<file path="config.mk">
export PLATFORM = sky130hd
export DESIGN_NAME = pwm_rx
export DESIGN_NICKNAME = d
export VERILOG_FILES = /design/src/rtl/pwm_rx_pkg.sv /design/src/rtl/pwm_rx_sync.sv /design/src/rtl/pwm_rx.sv
export SDC_FILE = /design/constraint.sdc
export NUM_CORES = 1
export LEC_CHECK = 0
export BUFFER_PORTS_ARGS = -buffer_cell sky130_fd_sc_hd__buf_2
export CAP_MARGIN = 20
export CORE_ASPECT_RATIO = 0.6
export CORE_UTILIZATION = 46
export CTS_CLUSTER_SIZE = 24
export DETAILED_ROUTE_END_ITERATION = 10
export PLACE_DENSITY = 0.82
export SLEW_MARGIN = 20
export SYNTH_ARGS = -nofsm -noshare
export SYNTH_HDL_FRONTEND = slang
export SYNTH_SLANG_ARGS = --single-unit
</file>
<file path="constraint.sdc">
create_clock -name pwm_clk -period 2.6 [get_ports pwm_clk]
set_input_delay 0.52 -clock pwm_clk [delete_from_list [all_inputs] [get_ports pwm_clk]]
set_output_delay 0.52 -clock pwm_clk [all_outputs]
set_load 0.01 [all_outputs]
</file>
<file path="src/rtl/pwm_rx_pkg.sv">
// Shared constants and types for the Farbborg drive-bus receiver.
package pwm_rx_pkg;

   localparam int NUM_LATCH_DEF = 10;
   localparam int PLANES_DEF    = 5;
   localparam int DUTY_W_DEF    = 24;

   // Flops between the pad and the edge-detect flop.
   localparam int SYNC_DEPTH = 2;

   // Event field widths.
   localparam int EV_PLANE_W = 3;
   localparam int EV_LATCH_W = 4;
   localparam int EV_DATA_W  = 8;
   localparam int EV_BIT_W   = 3;

   // Plane code reported when no single plane is active.
   localparam logic [EV_PLANE_W-1:0] PLANE_NONE_DEF = EV_PLANE_W'(PLANES_DEF);

   // Monitored LED selector: plane in the top bits, then latch, then bit.
   typedef struct packed {
      logic [EV_PLANE_W-1:0] plane;
      logic [EV_LATCH_W-1:0] latch;
      logic [EV_BIT_W-1:0]   bit_idx;
   } duty_sel_t;

   localparam int DUTY_SEL_W = $bits(duty_sel_t);

endpackage

</file>
<file path="src/rtl/pwm_rx_sync.sv">
// Synchroniser for one bus clock plus the data sampled with it. The strobe
// passes SYNC_DEPTH flops and one more for edge detection; the data taps
// pass the same number of flops, so edge_o and data_o refer to the same
// sample of the bus.
module pwm_rx_sync
   import pwm_rx_pkg::*;
#(
   parameter int DATA_W = 1
) (
   input  logic              clk_i,
   input  logic              rst_ni,
   input  logic              strobe_i,
   input  logic [DATA_W-1:0] data_i,
   output logic              edge_o,
   output logic [DATA_W-1:0] data_o
);

   logic [SYNC_DEPTH:0] strb_q, strb_d;
   logic [DATA_W-1:0]   dsync_q [SYNC_DEPTH];
   logic                edge_q, edge_d;
   logic [DATA_W-1:0]   data_q;

   // Shift in the strobe and flag a rising edge between the last two stages.
   always_comb begin
      strb_d = {strb_q[SYNC_DEPTH-1:0], strobe_i};
      edge_d = strb_q[SYNC_DEPTH-1] & ~strb_q[SYNC_DEPTH];
   end

   // Synchroniser chains, registered edge pulse and its matching data.
   always_ff @(posedge clk_i or negedge rst_ni) begin
      if (!rst_ni) begin
         strb_q <= '0;
         edge_q <= 1'b0;
         data_q <= '0;
         for (int i = 0; i < SYNC_DEPTH; i++) dsync_q[i] <= '0;
      end else begin
         strb_q     <= strb_d;
         edge_q     <= edge_d;
         data_q     <= dsync_q[SYNC_DEPTH-1];
         dsync_q[0] <= data_i;
         for (int i = 1; i < SYNC_DEPTH; i++) dsync_q[i] <= dsync_q[i-1];
      end
   end

   assign edge_o = edge_q;
   assign data_o = data_q;

endmodule

</file>
<file path="src/rtl/pwm_rx.sv">
// Receive-side decoder for the Farbborg LED matrix drive bus.
// Rebuilds the latch token and plane shift register from an oversampled
// bus, emits one event per latch load and flags protocol errors.
// Optional LED duty monitor is built when PWM_RX_DUTY_EN is defined.
module pwm_rx
   import pwm_rx_pkg::*;
#(
   parameter int NUM_LATCH = NUM_LATCH_DEF,
   parameter int PLANES    = PLANES_DEF,
   parameter int DUTY_W    = DUTY_W_DEF
) (
   input  logic                  pwm_clk,
   input  logic                  reset,
   input  logic                  lsr_clr_i,
   input  logic                  lsr_d_i,
   input  logic                  lsr_c_i,
   input  logic [EV_DATA_W-1:0]  latch_data_i,
   input  logic                  psr_c_i,
   input  logic                  psr_d_i,
   input  logic                  col_enable_i,
   input  logic                  err_clr,
   output logic                  ev_valid,
   output logic [EV_PLANE_W-1:0] ev_plane,
   output logic [EV_LATCH_W-1:0] ev_latch,
   output logic [EV_DATA_W-1:0]  ev_data,
   output logic [PLANES-1:0]     plane_sr,
   output logic                  frame_strobe,
   output logic                  leds_on,
   output logic                  err_overrun,
   output logic                  err_plane,
   input  logic [DUTY_SEL_W-1:0] duty_sel,
   output logic [DUTY_W-1:0]     duty_count,
   output logic                  duty_valid
);

   localparam int LSR_TAP_W = 2 + EV_DATA_W;
   localparam logic [EV_LATCH_W-1:0] LAST_LATCH  = EV_LATCH_W'(NUM_LATCH - 1);
   localparam logic [EV_PLANE_W-1:0] PLANE_NONE  = EV_PLANE_W'(PLANES);
   localparam logic [PLANES-1:0]     PLANE0_ONLY = PLANES'(1);

   // Index of the single set bit, or PLANE_NONE for zero / several set bits.
   function automatic logic [EV_PLANE_W-1:0] plane_index(input logic [PLANES-1:0] v);
      logic [EV_PLANE_W-1:0] idx;
      idx = PLANE_NONE;
      if ($countones(v) == 1) begin
         for (int i = 0; i < PLANES; i++) begin
            if (v[i]) idx = EV_PLANE_W'(i);
         end
      end
      return idx;
   endfunction

   logic                  lsr_edge, psr_edge;
   logic [LSR_TAP_W-1:0]  lsr_tap;
   logic [0:0]            psr_tap;
   logic                  lsr_clr_n_s, lsr_d_s;
   logic [EV_DATA_W-1:0]  latch_data_s;
   logic [SYNC_DEPTH-1:0] col_sync_q;

   logic [EV_LATCH_W-1:0] tok_q, tok_d;
   logic                  tok_v_q, tok_v_d;
   logic                  ev_valid_q, ev_valid_d;
   logic [EV_LATCH_W-1:0] ev_latch_q, ev_latch_d;
   logic [EV_DATA_W-1:0]  ev_data_q, ev_data_d;
   logic                  ovr_set;

   logic [PLANES-1:0]     plane_sr_q, plane_sr_d;
   logic [EV_PLANE_W-1:0] ev_plane_q, ev_plane_d;
   logic                  frame_q, frame_d;
   logic                  leds_on_q, leds_on_d;
   logic                  perr_set;
   logic                  err_overrun_q, err_overrun_d;
   logic                  err_plane_q, err_plane_d;

   pwm_rx_sync #(.DATA_W(LSR_TAP_W)) u_lsr_sync (
      .clk_i    (pwm_clk),
      .rst_ni   (reset),
      .strobe_i (lsr_c_i),
      .data_i   ({lsr_clr_i, lsr_d_i, latch_data_i}),
      .edge_o   (lsr_edge),
      .data_o   (lsr_tap)
   );

   pwm_rx_sync #(.DATA_W(1)) u_psr_sync (
      .clk_i    (pwm_clk),
      .rst_ni   (reset),
      .strobe_i (psr_c_i),
      .data_i   (psr_d_i),
      .edge_o   (psr_edge),
      .data_o   (psr_tap)
   );

   assign {lsr_clr_n_s, lsr_d_s, latch_data_s} = lsr_tap;

   // Plain synchroniser for the column enable; it has no edge semantics.
   always_ff @(posedge pwm_clk or negedge reset) begin
      if (!reset) col_sync_q <= '0;
      else        col_sync_q <= {col_sync_q[SYNC_DEPTH-2:0], col_enable_i};
   end

   // Latch token tracking and event generation; clear beats a same-cycle edge.
   always_comb begin
      tok_d      = tok_q;
      tok_v_d    = tok_v_q;
      ev_valid_d = 1'b0;
      ev_latch_d = ev_latch_q;
      ev_data_d  = ev_data_q;
      ovr_set    = 1'b0;
      if (!lsr_clr_n_s) begin
         tok_d   = '0;
         tok_v_d = 1'b0;
      end else if (lsr_edge) begin
         if (lsr_d_s) begin
            tok_d      = '0;
            tok_v_d    = 1'b1;
            ev_valid_d = 1'b1;
            ev_latch_d = '0;
            ev_data_d  = latch_data_s;
         end else if (tok_v_q && (tok_q < LAST_LATCH)) begin
            tok_d      = tok_q + EV_LATCH_W'(1);
            ev_valid_d = 1'b1;
            ev_latch_d = tok_q + EV_LATCH_W'(1);
            ev_data_d  = latch_data_s;
         end else begin
            tok_v_d = 1'b0;
            ovr_set = 1'b1;
         end
      end
   end

   // Plane register, its decoded view, and error flags (set beats clear).
   always_comb begin
      plane_sr_d    = psr_edge ? {plane_sr_q[PLANES-2:0], psr_tap[0]} : plane_sr_q;
      ev_plane_d    = plane_index(plane_sr_d);
      frame_d       = psr_edge && (plane_sr_d == PLANE0_ONLY);
      perr_set      = psr_edge && ($countones(plane_sr_d) > 1);
      leds_on_d     = !col_sync_q[SYNC_DEPTH-1] && (ev_plane_d != PLANE_NONE);
      err_overrun_d = ovr_set  ? 1'b1 : (err_clr ? 1'b0 : err_overrun_q);
      err_plane_d   = perr_set ? 1'b1 : (err_clr ? 1'b0 : err_plane_q);
   end

   // State and output registers; ev_plane idles at the no-plane code.
   always_ff @(posedge pwm_clk or negedge reset) begin
      if (!reset) begin
         tok_q         <= '0;
         tok_v_q       <= 1'b0;
         ev_valid_q    <= 1'b0;
         ev_latch_q    <= '0;
         ev_data_q     <= '0;
         plane_sr_q    <= '0;
         ev_plane_q    <= PLANE_NONE;
         frame_q       <= 1'b0;
         leds_on_q     <= 1'b0;
         err_overrun_q <= 1'b0;
         err_plane_q   <= 1'b0;
      end else begin
         tok_q         <= tok_d;
         tok_v_q       <= tok_v_d;
         ev_valid_q    <= ev_valid_d;
         ev_latch_q    <= ev_latch_d;
         ev_data_q     <= ev_data_d;
         plane_sr_q    <= plane_sr_d;
         ev_plane_q    <= ev_plane_d;
         frame_q       <= frame_d;
         leds_on_q     <= leds_on_d;
         err_overrun_q <= err_overrun_d;
         err_plane_q   <= err_plane_d;
      end
   end

   assign ev_valid     = ev_valid_q;
   assign ev_plane     = ev_plane_q;
   assign ev_latch     = ev_latch_q;
   assign ev_data      = ev_data_q;
   assign plane_sr     = plane_sr_q;
   assign frame_strobe = frame_q;
   assign leds_on      = leds_on_q;
   assign err_overrun  = err_overrun_q;
   assign err_plane    = err_plane_q;

`ifdef PWM_RX_DUTY_EN
   duty_sel_t            sel;
   logic [EV_DATA_W-1:0] latch_mem_q [NUM_LATCH];
   logic [DUTY_W-1:0]    cnt_q, cnt_d, cnt_inc;
   logic [DUTY_W-1:0]    duty_count_q, duty_count_d;
   logic                 duty_valid_q, duty_valid_d;
   logic                 lit, inc, leave;

   assign sel = duty_sel_t'(duty_sel);

   // Count lit cycles of the selected LED; report and restart on plane exit.
   always_comb begin
      lit = 1'b0;
      if (sel.latch <= LAST_LATCH) lit = latch_mem_q[sel.latch][sel.bit_idx];
      inc          = leds_on_q && (ev_plane_q == sel.plane) && lit;
      leave        = (ev_plane_q == sel.plane) && (ev_plane_d != sel.plane);
      cnt_inc      = (inc && (cnt_q != '1)) ? cnt_q + DUTY_W'(1) : cnt_q;
      cnt_d        = cnt_inc;
      duty_count_d = duty_count_q;
      duty_valid_d = 1'b0;
      if (leave) begin
         duty_count_d = cnt_inc;
         duty_valid_d = 1'b1;
         cnt_d        = '0;
      end
   end

   // Mirror of latch contents plus duty counter registers.
   always_ff @(posedge pwm_clk or negedge reset) begin
      if (!reset) begin
         for (int i = 0; i < NUM_LATCH; i++) latch_mem_q[i] <= '0;
         cnt_q        <= '0;
         duty_count_q <= '0;
         duty_valid_q <= 1'b0;
      end else begin
         if (ev_valid_d) latch_mem_q[ev_latch_d] <= ev_data_d;
         cnt_q        <= cnt_d;
         duty_count_q <= duty_count_d;
         duty_valid_q <= duty_valid_d;
      end
   end

   assign duty_count = duty_count_q;
   assign duty_valid = duty_valid_q;
`else
   logic unused_duty_sel;
   assign unused_duty_sel = ^duty_sel;
   assign duty_count      = '0;
   assign duty_valid      = 1'b0;
`endif

endmodule

</file>
==> impl_metrics.ini <==
[logic_synthesis]
syn_area_per_cell_um2 = 13.97
synth_top_family_by_area = buffers and inverters
synth_compound_area_frac = 0.08451
yosysUniqueCellTypes = 41
async_flop_share = 1.000
synth_fa_ha_area_frac = 0.04203
synth_cells = 196
yosysSeqAreaShare = 0.6679
synth-simple-area-share = 0.05528
synth-edff-count = 0
ys_ff_latch = 73
ys_warn_count = 0
ys.flop_type = dfrtp_1
synth_area_um2 = 2739
synth_xor_area_frac = 0.006396
synth.area.mux_share = 0.04751

[power_and_ir_drop]
switching_power_mw = 0.7662
power_mw = 2.596
internal_power_mw = 1.830
pwr-share-comb = 0.181
power_frac_clock = 0.306
irDropWorstVdd_v = 0.0004895
sequentialPowerShare = 0.513
power.density_nw_per_um2 = 815.7
sw_frac_of_total = 0.2951
total_leakage_power_nw = 1.530

[clocking]
cts_buffers = 9
clockBufferDepth = 2
htree_levels = 3
insertion_delay_ns = 0.35
cts_sinks = 73
clk_root_buffer_cell = clkbuf_8
cts_tree = built
clk_pin_slew_worst_paths_ns = 0.08

[sta]
relSlewSlack = 0.5509
clock_skew_ns = 0.006581
final.min_clock_period_ns = 2.444
worst_slack_ns = 0.1563
drv_slew = 0
setup_tns_ns = 0
finalSetupViolCount = 0
fin_crit_sh = 0.9399
fmax_mhz = 409.2
hold_violations = 0
rsz0062_at_grt = false
tightest_slew_ns = 0.6736

[global_route]
track_usage = 0.1545
grt_max_degree = 44
grt_pass1_vias = 1385
antenna_found_initial = 0
grt-ovfl-total = 0
grt_pass1_wl_um = 6741

[detailed_routing]
ant_nets = 0
drtIter0Drc = 93
dr_total_vias = 1505
vias_per_cell = 4.520
dr.pass1.iters = 4
wl_um = 4125
routedWlPerCell_um = 12.39
drc = 0

[floorplan]
io_pins = 77
die_x_um = 101.6
dieArea_um2 = 6277
core-area_um2 = 5649
die_h_um = 61.77
initial_utilization = 0.4848
std_cell_rows = 21

[worst_setup_path]
crit_path_top_delay_cell = fa_1
reg2reg_from = u_psr_sync.edge_o$_DFF_PN0_
worstPathArrival_ns = 2.71
ff2ff_setup_slack_ns = 0.16
critical_path_class = reg2reg
critPathMaxStageDelay_ns = 0.51
cp-start-kind = register
r2r_cells = 9
path_max_fanout = 7
r2r-end = ev_plane[1]$_DFF_PN0_
path_cells = buf_4 -> nand2_1 -> o21ai_1 -> fa_1 -> fa_1 -> ha_4 -> nor2_2 -> nand2_1 -> a211oi_2
cp.required_ns = 2.86
crit_path_end_kind = register

[hold_path]
min_path_type = in2async

[cells_and_area]
area_delta_synth_final_pct = 16.22
fin_util = 0.5635
diodes = 0
drive_gt1_frac = 0.3360
n_fill_cell = 468
nets = 283

[placed_design]
dp_hpwl_um = 2777
place_ws_ns = 0.03821
globalplace.congestion = 0.7991
io_buffer_count = 41

[status]
status = finished, final reports clean

[job]
drv_cap = 0
final cells by class:
cell class	instances	area, um2	area share
clock buffers	10	127.6	0.04009
clock inverters	6	52.55	0.01651
inverters	12	45.04	0.01415
repair buffers	46	255.2	0.08019
flip-flops and latches	73	1831	0.5751
multi-input cells	106	772.0	0.2425
well taps	80	100.1	0.03145
flip-flops by register name, summed over array words and instances (netlist names):
name and count:
ev_data 8, ev_latch 4, ev_plane 3, ev_valid 1, u_lsr_sync.data_o 10, u_lsr_sync.edge_o 1
u_lsr_sync.strb_q 3, frame_strobe 1, tok_v_q 1, err_plane 1, err_overrun 1, plane_sr 5
leds_on 1, col_sync_q 2, u_psr_sync.strb_q 3, u_psr_sync.edge_o 1, u_psr_sync.dsync_q 2, u_psr_sync.data_o 1
tok_q 4, u_lsr_sync.dsync_q 20
worst max path at each step:
stage | from | slack [ns] | cells past startpoint | to
global route | u_psr_sync.edge_o$_DFF_PN0_ | 0.04 | 9 | ev_plane[1]$_DFF_PN0_
floorplan | u_psr_sync.edge_o$_DFF_PN0_ | 0.03 | 9 | ev_plane[1]$_DFF_PN0_
CTS | u_psr_sync.edge_o$_DFF_PN0_ | 0.02 | 8 | ev_plane[1]$_DFF_PN0_
finish | u_psr_sync.edge_o$_DFF_PN0_ | 0.16 | 9 | ev_plane[1]$_DFF_PN0_
global placement | u_psr_sync.edge_o$_DFF_PN0_ | 0.1 | 8 | ev_plane[1]$_DFF_PN0_
detailed placement | u_psr_sync.edge_o$_DFF_PN0_ | 0.04 | 8 | ev_plane[1]$_DFF_PN0_
timing repair:
action | 4_1_cts | 5_1_grt
setup endpoints to repair | 0 | 5
resized for setup | 0 | 9
hold buffers | 0 | 0
buffers inserted | 0 | 1
endpoints found under the hold margin | 0 | 0
cells by family after synthesis:
logic type | Yosys count
AOI/OAI and AO/OA | 30
xor gates and xnor gates | 2
adders and majority gates | 8
buffers and inverters | 41
DFF | 73
muxes | 12
other | 1
and+or+nand+nor | 29
metal layers:
layer	track usage	part of all wire	routed length, um
met1	0.2123	0.49	2029
met2	0.2056	0.42	1724
met3	0.08501	0.082	340
met4	0.05590	0.0075	31
met5	0	0	0
placed cells by master (no fill, tap or decap), types with 2 or more instances in the layout:
cell	instances
a211oi_2	2
a21oi_1	4
a22oi_1	3
a311oi_1	2
buf_2	41
buf_4	4
clkbuf_8	9
clkinv_4	2
clkinvlp_4	2
conb_1	25
dfrtp_1	70
dfstp_2	2
fa_1	2
ha_1	5
inv_1	12
mux2_2	8
mux2i_1	2
mux2i_2	2
nand2_1	13
nand3_1	4
nand4b_1	2
nor2b_1	2
o21ai_0	6
o21ai_1	2
o21bai_1	2
metrics by stage:
step	hold slack (ns)	cell area, um2	instances
3_3_place_gp	0.3312	2962	316
2_1_floorplan	0.2244	2829	220
6_report	0.2002	3183	333
5_1_grt	0.2333	3183	333
4_1_cts	0.1947	3142	332
3_5_place_dp	0.3347	2962	316
power groups by stage:
stage / Sequential (mW) / Combinational (mW) / Clock, mW
floorplan: 1.38 / 0.245 / 0
global placement: 1.35 / 0.412 / 0
detailed placement: 1.35 / 0.422 / 0
CTS: 1.33 / 0.424 / 0.831
global route: 1.35 / 0.537 / 0.882
finish: 1.33 / 0.471 / 0.794
cells in the mapped netlist, types with 2 or more instances:
library cell | count | area [um2]
inv_1 | 12 | 45.04
a311oi_1 | 2 | 17.52
a22oi_1 | 3 | 22.52
fa_1 | 2 | 40.04
nand3_1 | 4 | 20.02
mux2i_1 | 4 | 40.04
ha_1 | 6 | 75.07
a21oi_1 | 4 | 20.02
dfrtp_1 | 71 | 1777
buf_4 | 26 | 195.2
dfstp_2 | 2 | 52.55
nand2_1 | 13 | 48.80
nor2_1 | 2 | 7.510
nand4b_1 | 2 | 17.52
o21ai_0 | 8 | 40.04
nor2b_1 | 2 | 12.51
o21bai_1 | 2 | 15.01
mux2_2 | 8 | 90.09
worst max-delay path: cells and delay by family, from the launching register on:
family,cells,cell delay (ns)
fa+ha+maj,3,1.16
flops,1,0.47
compound gates,2,0.30
simple gates,3,0.25
buf+inv,1,0.18
(Power assumes the default switching activity.)
